<file path="src/rtl/feature_map_streamer_pkg.sv">
// Shared constants for the feature-map source streamer and its raster counter.
// Optional ZERO_PAD_BORDER_EN adds a one-pixel zero border around the frame.
package feature_map_streamer_pkg;

    localparam logic [1:0] ST_IDLE  = 2'd0;
    localparam logic [1:0] ST_ISSUE = 2'd1;
    localparam logic [1:0] ST_DRAIN = 2'd2;
    localparam logic [1:0] ST_DONE  = 2'd3;

    localparam int unsigned DEF_DATA_WIDHT = 32;
    localparam int unsigned DEF_CHANNELS   = 8;
    localparam int unsigned DEF_IMG_WIDHT  = 44;
    localparam int unsigned DEF_IMG_HEIGHT = 44;

    localparam int unsigned PIX_WIDTH    = DEF_DATA_WIDHT * DEF_CHANNELS;
    localparam int unsigned FRAME_PIXELS = DEF_IMG_WIDHT * DEF_IMG_HEIGHT;
    localparam int unsigned BORDER       = 1;

    function automatic int unsigned frame_beats(input int unsigned w, input int unsigned h);
`ifdef ZERO_PAD_BORDER_EN
        return (w + 2 * BORDER) * (h + 2 * BORDER);
`else
        return w * h;
`endif
    endfunction

endpackage

</file>
<file path="src/rtl/feature_map_streamer_raster_counter.sv">
// Row/column raster scanner with a running word address and last-pixel flag.
// The address advances only on positions flagged by addr_en_i, and wraps with the scan.
module raster_counter #(
    parameter int unsigned ROWS       = 44,
    parameter int unsigned COLS       = 44,
    parameter int unsigned ADDR_WIDTH = 11,
    parameter int unsigned RW         = $clog2(ROWS + 1),
    parameter int unsigned CW         = $clog2(COLS + 1)
) (
    input  logic                  clk,
    input  logic                  rst,
    input  logic                  en_i,
    input  logic                  addr_en_i,
    output logic [RW-1:0]         row_o,
    output logic [CW-1:0]         col_o,
    output logic [ADDR_WIDTH-1:0] addr_o,
    output logic                  last_o
);

    logic [RW-1:0]         row_q, row_d;
    logic [CW-1:0]         col_q, col_d;
    logic [ADDR_WIDTH-1:0] addr_q, addr_d;
    logic                  last;

    assign last = (row_q == RW'(ROWS - 1)) && (col_q == CW'(COLS - 1));

    always_comb begin
        row_d  = row_q;
        col_d  = col_q;
        addr_d = addr_q;
        if (en_i) begin
            if (last) begin
                row_d  = '0;
                col_d  = '0;
                addr_d = '0;
            end else begin
                if (col_q == CW'(COLS - 1)) begin
                    col_d = '0;
                    row_d = row_q + 1'b1;
                end else begin
                    col_d = col_q + 1'b1;
                end
                if (addr_en_i) begin
                    addr_d = addr_q + 1'b1;
                end
            end
        end
    end

    always_ff @(posedge clk) begin
        if (rst) begin
            row_q  <= '0;
            col_q  <= '0;
            addr_q <= '0;
        end else begin
            row_q  <= row_d;
            col_q  <= col_d;
            addr_q <= addr_d;
        end
    end

    assign row_o  = row_q;
    assign col_o  = col_q;
    assign addr_o = addr_q;
    assign last_o = last;

endmodule

</file>
<file path="src/rtl/feature_map_streamer.sv">
// Source-end streamer: reads a stored feature map from sync RAM in raster order.
// Build option ZERO_PAD_BORDER_EN emits a one-pixel zero border without RAM reads.
module feature_map_streamer
    import feature_map_streamer_pkg::*;
#(
    parameter int unsigned DATA_WIDHT = DEF_DATA_WIDHT,
    parameter int unsigned CHANNELS   = DEF_CHANNELS,
    parameter int unsigned IMG_WIDHT  = DEF_IMG_WIDHT,
    parameter int unsigned IMG_HEIGHT = DEF_IMG_HEIGHT,
    parameter int unsigned ADDR_WIDTH = 11
) (
    input  logic                           clk,
    input  logic                           rst,
    input  logic                           Start,
    input  logic                           Pause,
    output logic                           Mem_Rd_En,
    output logic [ADDR_WIDTH-1:0]          Mem_Addr,
    input  logic [DATA_WIDHT*CHANNELS-1:0] Mem_Data,
    output logic [DATA_WIDHT*CHANNELS-1:0] Data_Out,
    output logic                           Valid_Out,
    output logic                           Busy,
    output logic                           Done
);

    localparam int unsigned PW = DATA_WIDHT * CHANNELS;
`ifdef ZERO_PAD_BORDER_EN
    localparam bit          PAD_EN = 1'b1;
    localparam int unsigned SCAN_W = IMG_WIDHT + 2 * BORDER;
    localparam int unsigned SCAN_H = IMG_HEIGHT + 2 * BORDER;
`else
    localparam bit          PAD_EN = 1'b0;
    localparam int unsigned SCAN_W = IMG_WIDHT;
    localparam int unsigned SCAN_H = IMG_HEIGHT;
`endif
    localparam int unsigned RW = $clog2(SCAN_H + 1);
    localparam int unsigned CW = $clog2(SCAN_W + 1);

    logic [1:0]            state_q, state_d;
    logic [RW-1:0]         row;
    logic [CW-1:0]         col;
    logic [ADDR_WIDTH-1:0] cnt_addr;
    logic                  last_pix;
    logic                  issue;
    logic                  border;
    logic                  rd_en;
    logic [ADDR_WIDTH-1:0] addr_hold_q;
    logic                  v1_q, pad1_q;
    logic                  valid_q;
    logic [PW-1:0]         data_q;

    assign issue  = (state_q == ST_ISSUE) && !Pause;
    assign border = PAD_EN && ((row == '0) || (row == RW'(SCAN_H - 1)) ||
                               (col == '0) || (col == CW'(SCAN_W - 1)));
    assign rd_en  = issue && !border;

    raster_counter #(
        .ROWS       (SCAN_H),
        .COLS       (SCAN_W),
        .ADDR_WIDTH (ADDR_WIDTH)
    ) u_raster_counter (
        .clk       (clk),
        .rst       (rst),
        .en_i      (issue),
        .addr_en_i (!border),
        .row_o     (row),
        .col_o     (col),
        .addr_o    (cnt_addr),
        .last_o    (last_pix)
    );

    always_comb begin
        state_d = state_q;
        case (state_q)
            ST_IDLE:  if (Start) state_d = ST_ISSUE;
            ST_ISSUE: if (issue && last_pix) state_d = ST_DRAIN;
            // Stage-2 beat still leaves this cycle, so Done lands right after it
            ST_DRAIN: if (!v1_q) state_d = ST_DONE;
            default:  state_d = ST_IDLE;
        endcase
    end

    always_ff @(posedge clk) begin
        if (rst) begin
            state_q     <= ST_IDLE;
            addr_hold_q <= '0;
            v1_q        <= 1'b0;
            pad1_q      <= 1'b0;
            valid_q     <= 1'b0;
            data_q      <= '0;
        end else begin
            state_q <= state_d;
            if (rd_en) begin
                addr_hold_q <= cnt_addr;
            end
            v1_q    <= issue;
            pad1_q  <= issue && border;
            valid_q <= v1_q;
            if (v1_q) begin
                data_q <= pad1_q ? '0 : Mem_Data;
            end
        end
    end

    assign Mem_Rd_En = rd_en;
    assign Mem_Addr  = rd_en ? cnt_addr : addr_hold_q;
    assign Data_Out  = data_q;
    assign Valid_Out = valid_q;
    assign Busy      = (state_q == ST_ISSUE) || (state_q == ST_DRAIN);
    assign Done      = (state_q == ST_DONE);

endmodule

</file>
<file path="config.mk">
export PLATFORM = sky130hd
export DESIGN_NAME = feature_map_streamer
export DESIGN_NICKNAME = d
export VERILOG_FILES = /design/src/rtl/feature_map_streamer_pkg.sv /design/src/rtl/feature_map_streamer_raster_counter.sv /design/src/rtl/feature_map_streamer.sv
export SDC_FILE = /design/constraint.sdc
export NUM_CORES = 1
export LEC_CHECK = 0
export ABC_AREA = 1
export CORE_AREA = 2 2 208 210
export DETAILED_ROUTE_END_ITERATION = 12
export DIE_AREA = 0 0 210 212
export GPL_TIMING_DRIVEN = 1
export SLEW_MARGIN = 20
export SYNTH_ARGS = -nofsm -noshare
export SYNTH_HDL_FRONTEND = slang
export SYNTH_SLANG_ARGS = --single-unit
</file>
<file path="constraint.sdc">
create_clock -name clk -period 1.43 [get_ports clk]
set_input_delay 0.143 -clock clk [delete_from_list [all_inputs] [get_ports clk]]
set_output_delay 0.143 -clock clk [all_outputs]
set_load 0.05 [all_outputs]
</file>
==> flow_results.org <==
** Synthesis
- Of the total synthesized cell area, the portion taken by XOR and XNOR cells is 0.00502.
- Synthesized-area fraction occupied by and/or/nand/nor cells :: 0.240
- Post-synth cell types :: 28
- Mux share of post-synthesis cell area :: 0
- Area contributors post-synth :: sky130_fd_sc_hd__dfxtp_1 (56%), sky130_fd_sc_hd__nor2_1 (20%), sky130_fd_sc_hd__o21ai_0 (13%)
- Total of warnings raised by yosys :: 0
- Post-Syn Nets :: 1,618
- Register bit total from synthesis :: 294
- Fraction of post-synthesis cell area in the top cell type by area :: 0.562
- Compound-cell area share of the yosys netlist :: 0.134
- The share of the Yosys chip area taken by registers is 0.562.
- In this run the mean area of a mapped cell was 7.75 sq um.
- Gate Count Post-Synth :: 1,351
- Post-Synthesis Cell Area :: 0.0105 sq mm
- Area leader, netlist :: sky130_fd_sc_hd__dfxtp_1
- Of the total synthesized cell area, the portion taken by full adders, half adders and majority gates is 0.00837.
- By area, the combinational part of the netlist is dominated by simple AND/OR/NAND/NOR gates.

** Clock network
- In this run, CTS created clock tree buffers numbering 35.
- Root cell of the clock tree :: sky130_fd_sc_hd__clkbuf_16
- TritonCTS built the clock tree.
- For this design, the sink count on the clock tree is 294.
- Maximum count of clock buffers along a single path :: 3
- The H-tree was split into 2 levels.
- Latest clock arrival within the worst-skew pair :: 0.54 ns
- Clock transition time at the flip-flop clock pins of the worst setup and hold paths :: 0.06 ns

** STA
- Slew Limit Fails :: 0
- The number of failing hold endpoints at the final stage came to 0.
- The clock arrives with 0.00889 ns of skew.
- Setup-violating endpoint count in the final report :: 38
- Final sum of negative setup slack :: -11.68 ns
- After layout, the worst setup slack is -0.535 ns.
- After layout, the minimum clock period comes to 1.96 ns.
- Maximum clock frequency :: 509 MHz
- Setup repair after global routing could not meet its margin everywhere.
- The worst pin sits at a relative slew slack of 0.713.
- At the pin with the least slew margin, the transition time is 0.431 ns.
- In the finished design, the share of the clock period the worst path needs comes to 1.37.

** Route
- Residual DRC :: 0
- Number of iterations in the first detailed-routing pass :: 4
- Using the TritonRoute via totals, the vias-per-cell ratio works out to 4.36.
- In this run the remaining antenna-violating nets after routing total 0.
- Routed wire per std cell :: 15.4 um
- For this block, the initial DRC count from the detailed router was 607.
- Detailed routing inserted a total of 10,800 vias.
- After detailed routing, the total wire length is 38.1 mm.

** Cells and area
- Of the cells placed in the final design, the portion with a size suffix greater than 1 is 0.249.
- At the end of the flow, the number of nets in the layout was 2,166.
- Area occupied by registers :: 0.00590 sq mm
- The filler cells instantiated in the layout total 4,232.
- Utilization after layout :: 0.424
- Summing all non-filler instances in the final layout gives an area of 0.0180 sq mm.
- Summing all multi-input logic gate instances after layout gives 0.00436 sq mm.
- Signed area change from the synthesized netlist to the final layout :: 72.3%

** Place
- Number of port buffers :: 530
- Routability-driven placement finished with a final weighted congestion of 0.802.
- After detailed placement, the total cell area comes to 0.0163 sq mm.
- The wire-length estimate of the detail-placed layout is 27.2 mm.

** Floorplan
- The floorplan step set the die height to 212 um.
- The floorplan has 76 rows.
- In this run the standard cell core region covers 0.0425 sq mm.
- Die area :: 0.0445 sq mm
- Die outline width :: 210 um
- Top-Level Pins :: 531
- Starting utilization of the core area :: 0.246

** Status
- Violations in the final reports :: negative setup slack
- Result of the run :: complete, but fails checks

** Global route
- For this run the aggregate overflow at the end of global routing stands at 0.
- The number of antenna violations at the first check in global routing was 3.
- First-pass GRT wire length :: 58.1 mm
- Pin count of the biggest net entering global routing :: 95
- Via count of the first global-routing pass :: 10,500
- All-Layer GR Usage :: 0.164

** Worst setup path
- Crit end category :: primary output
- Data required time of the critical path :: 1.29 ns
- Setup slack on the worst reg-to-reg path comes out at -0.32 ns.
- Worst Path Class, Setup :: flop to primary output
- STA classifies the critical path startpoint as a flop.
- Data on the critical path arrives at its endpoint at 1.82 ns.
- Critical path peak fanout :: 7

** Pwr
- Reported leakage power :: 8.26 nW
- IR analysis of the VDD net gives a maximum drop of 1.11 mV.
- Pwr/cell area :: 1610 mW/mm^2

** Flow run
- The tool flagged a number of max-cap violations equal to 0.

** Min path
- The path class of the tightest hold or removal check is input pin to flop.
-- kinds of logic after synthesis --
family | after synthesis
buffers and inverters | 127
adder cells (fa/ha/maj) | 7
AND/OR/NAND/NOR | 637
flip-flops | 294
AO/OA/AOI/OAI | 280
XOR/XNOR | 6
-- cell usage after synthesis --
| master | instances |
|---|---|
| sky130_fd_sc_hd__or2_1 | 3 |
| sky130_fd_sc_hd__nor3_4 | 1 |
| sky130_fd_sc_hd__clkinv_2 | 1 |
| sky130_fd_sc_hd__o21ai_1 | 4 |
| sky130_fd_sc_hd__inv_1 | 33 |
| sky130_fd_sc_hd__nor3b_2 | 1 |
| sky130_fd_sc_hd__nand4_1 | 4 |
| sky130_fd_sc_hd__nand2_1 | 45 |
| sky130_fd_sc_hd__o21ai_0 | 263 |
| sky130_fd_sc_hd__nor3_1 | 3 |
| sky130_fd_sc_hd__o21bai_1 | 1 |
| sky130_fd_sc_hd__xnor2_1 | 2 |
| sky130_fd_sc_hd__xor2_1 | 4 |
| sky130_fd_sc_hd__nor2_1 | 549 |
| sky130_fd_sc_hd__nor2_4 | 1 |
| sky130_fd_sc_hd__ha_1 | 7 |
| sky130_fd_sc_hd__nor3_2 | 2 |
| sky130_fd_sc_hd__dfxtp_1 | 294 |
| sky130_fd_sc_hd__inv_2 | 4 |
| sky130_fd_sc_hd__nand2_2 | 3 |
| sky130_fd_sc_hd__a21oi_1 | 11 |
| sky130_fd_sc_hd__or2_2 | 5 |
| sky130_fd_sc_hd__a22oi_1 | 1 |
| sky130_fd_sc_hd__clkbuf_1 | 53 |
| sky130_fd_sc_hd__nor3b_1 | 4 |
| sky130_fd_sc_hd__buf_2 | 35 |
| sky130_fd_sc_hd__buf_4 | 1 |
| sky130_fd_sc_hd__nand3_1 | 16 |
-- cells in the final DEF (no fill, tap or decap), types with 8 or more instances in the layout --
master,instances
sky130_fd_sc_hd__nor2_1,542
sky130_fd_sc_hd__buf_12,40
sky130_fd_sc_hd__nand2_1,31
sky130_fd_sc_hd__clkbuf_16,37
sky130_fd_sc_hd__o21ai_0,258
sky130_fd_sc_hd__clkdlybuf4s50_1,259
sky130_fd_sc_hd__nand2_4,8
sky130_fd_sc_hd__nand3_1,11
sky130_fd_sc_hd__inv_1,23
sky130_fd_sc_hd__dfxtp_1,290
sky130_fd_sc_hd__a21oi_1,9
sky130_fd_sc_hd__clkinv_2,8
sky130_fd_sc_hd__buf_6,9
sky130_fd_sc_hd__buf_4,292
sky130_fd_sc_hd__o21ai_2,9
-- worst paths after layout --
check | cells past startpoint | from | endpoint
worst max-delay path | 9 | state_q[1] | Mem_Addr[3]
worst min-delay path | 3 | Mem_Data[183] | Data_Out[183]
worst max register to register | 13 | state_q[1] | u_raster_counter.col_o[5]
worst min register to register | 2 | addr_hold_q[0] | addr_hold_q[0]
-- timing repair --
item                                    in CTS  in global routing
endpoints found under the setup margin      36                 40
buffers inserted                             8                 11
pin swaps                                   16                 19
hold buffers                                 0                  0
hold endpoints to repair                     0                  0
resized for setup                           59                 33
-- final cells by class --
class | instances | area share
Clock inverter | 15 | 0.0101
Tap cell | 546 | 0.0379
Antenna cell | 2 | 0.000278
Timing Repair Buffer | 600 | 0.315
Multi-Input combinational cell | 930 | 0.242
Inverter | 38 | 0.00985
Sequential cell | 294 | 0.327
Clock buffer | 48 | 0.0575
-- power breakdown --
part           switching [mW]  internal [mW]  total, mW  leakage, nW
Clock                    3.63           5.80       9.44        0.599
Combinational            6.23           3.64       9.87         5.28
Sequential              0.547           9.24       9.79         2.39
-- critical path: stages, from the launching register on --
cell and delay, ns:
sky130_fd_sc_hd__dfxtp_2 0.32, sky130_fd_sc_hd__inv_2 0.06, sky130_fd_sc_hd__ha_4 0.14, sky130_fd_sc_hd__inv_2 0.04
sky130_fd_sc_hd__nor2_4 0.17, sky130_fd_sc_hd__buf_12 0.15, sky130_fd_sc_hd__nand2_2 0.07, sky130_fd_sc_hd__buf_6 0.13
sky130_fd_sc_hd__nand2_4 0.06, sky130_fd_sc_hd__buf_12 0.13
-- per-layer routing --
layer,GRT usage,part of all wire
met5,0,0.00032
met4,0.0504,0.018
met3,0.0521,0.078
met2,0.284,0.49
met1,0.192,0.41
-- sequential cells by signal (all words and copies together) (netlist names) --
| register | count |
|---|---|
| Data_Out | 256 |
| addr_hold_q | 11 |
| u_raster_counter.addr_o | 11 |
| u_raster_counter.col_o | 6 |
| u_raster_counter.row_o | 6 |
| state_q | 2 |
| Valid_Out | 1 |
| v1_q | 1 |
-- stage by stage --
stage               std cells  worst slack [ns]  total power, mW  hold WS (ns)
CTS                      2465            -0.580             29.2         0.154
detailed placement       2394            -0.303             19.3         0.481
global placement         2394            -0.288             19.3         0.478
global route             2472            -0.623             30.4         0.170
finish                   2473            -0.535             29.1         0.184
floorplan                1351           0.00197             15.4         0.278
Power figures use the tool's default switching activity.
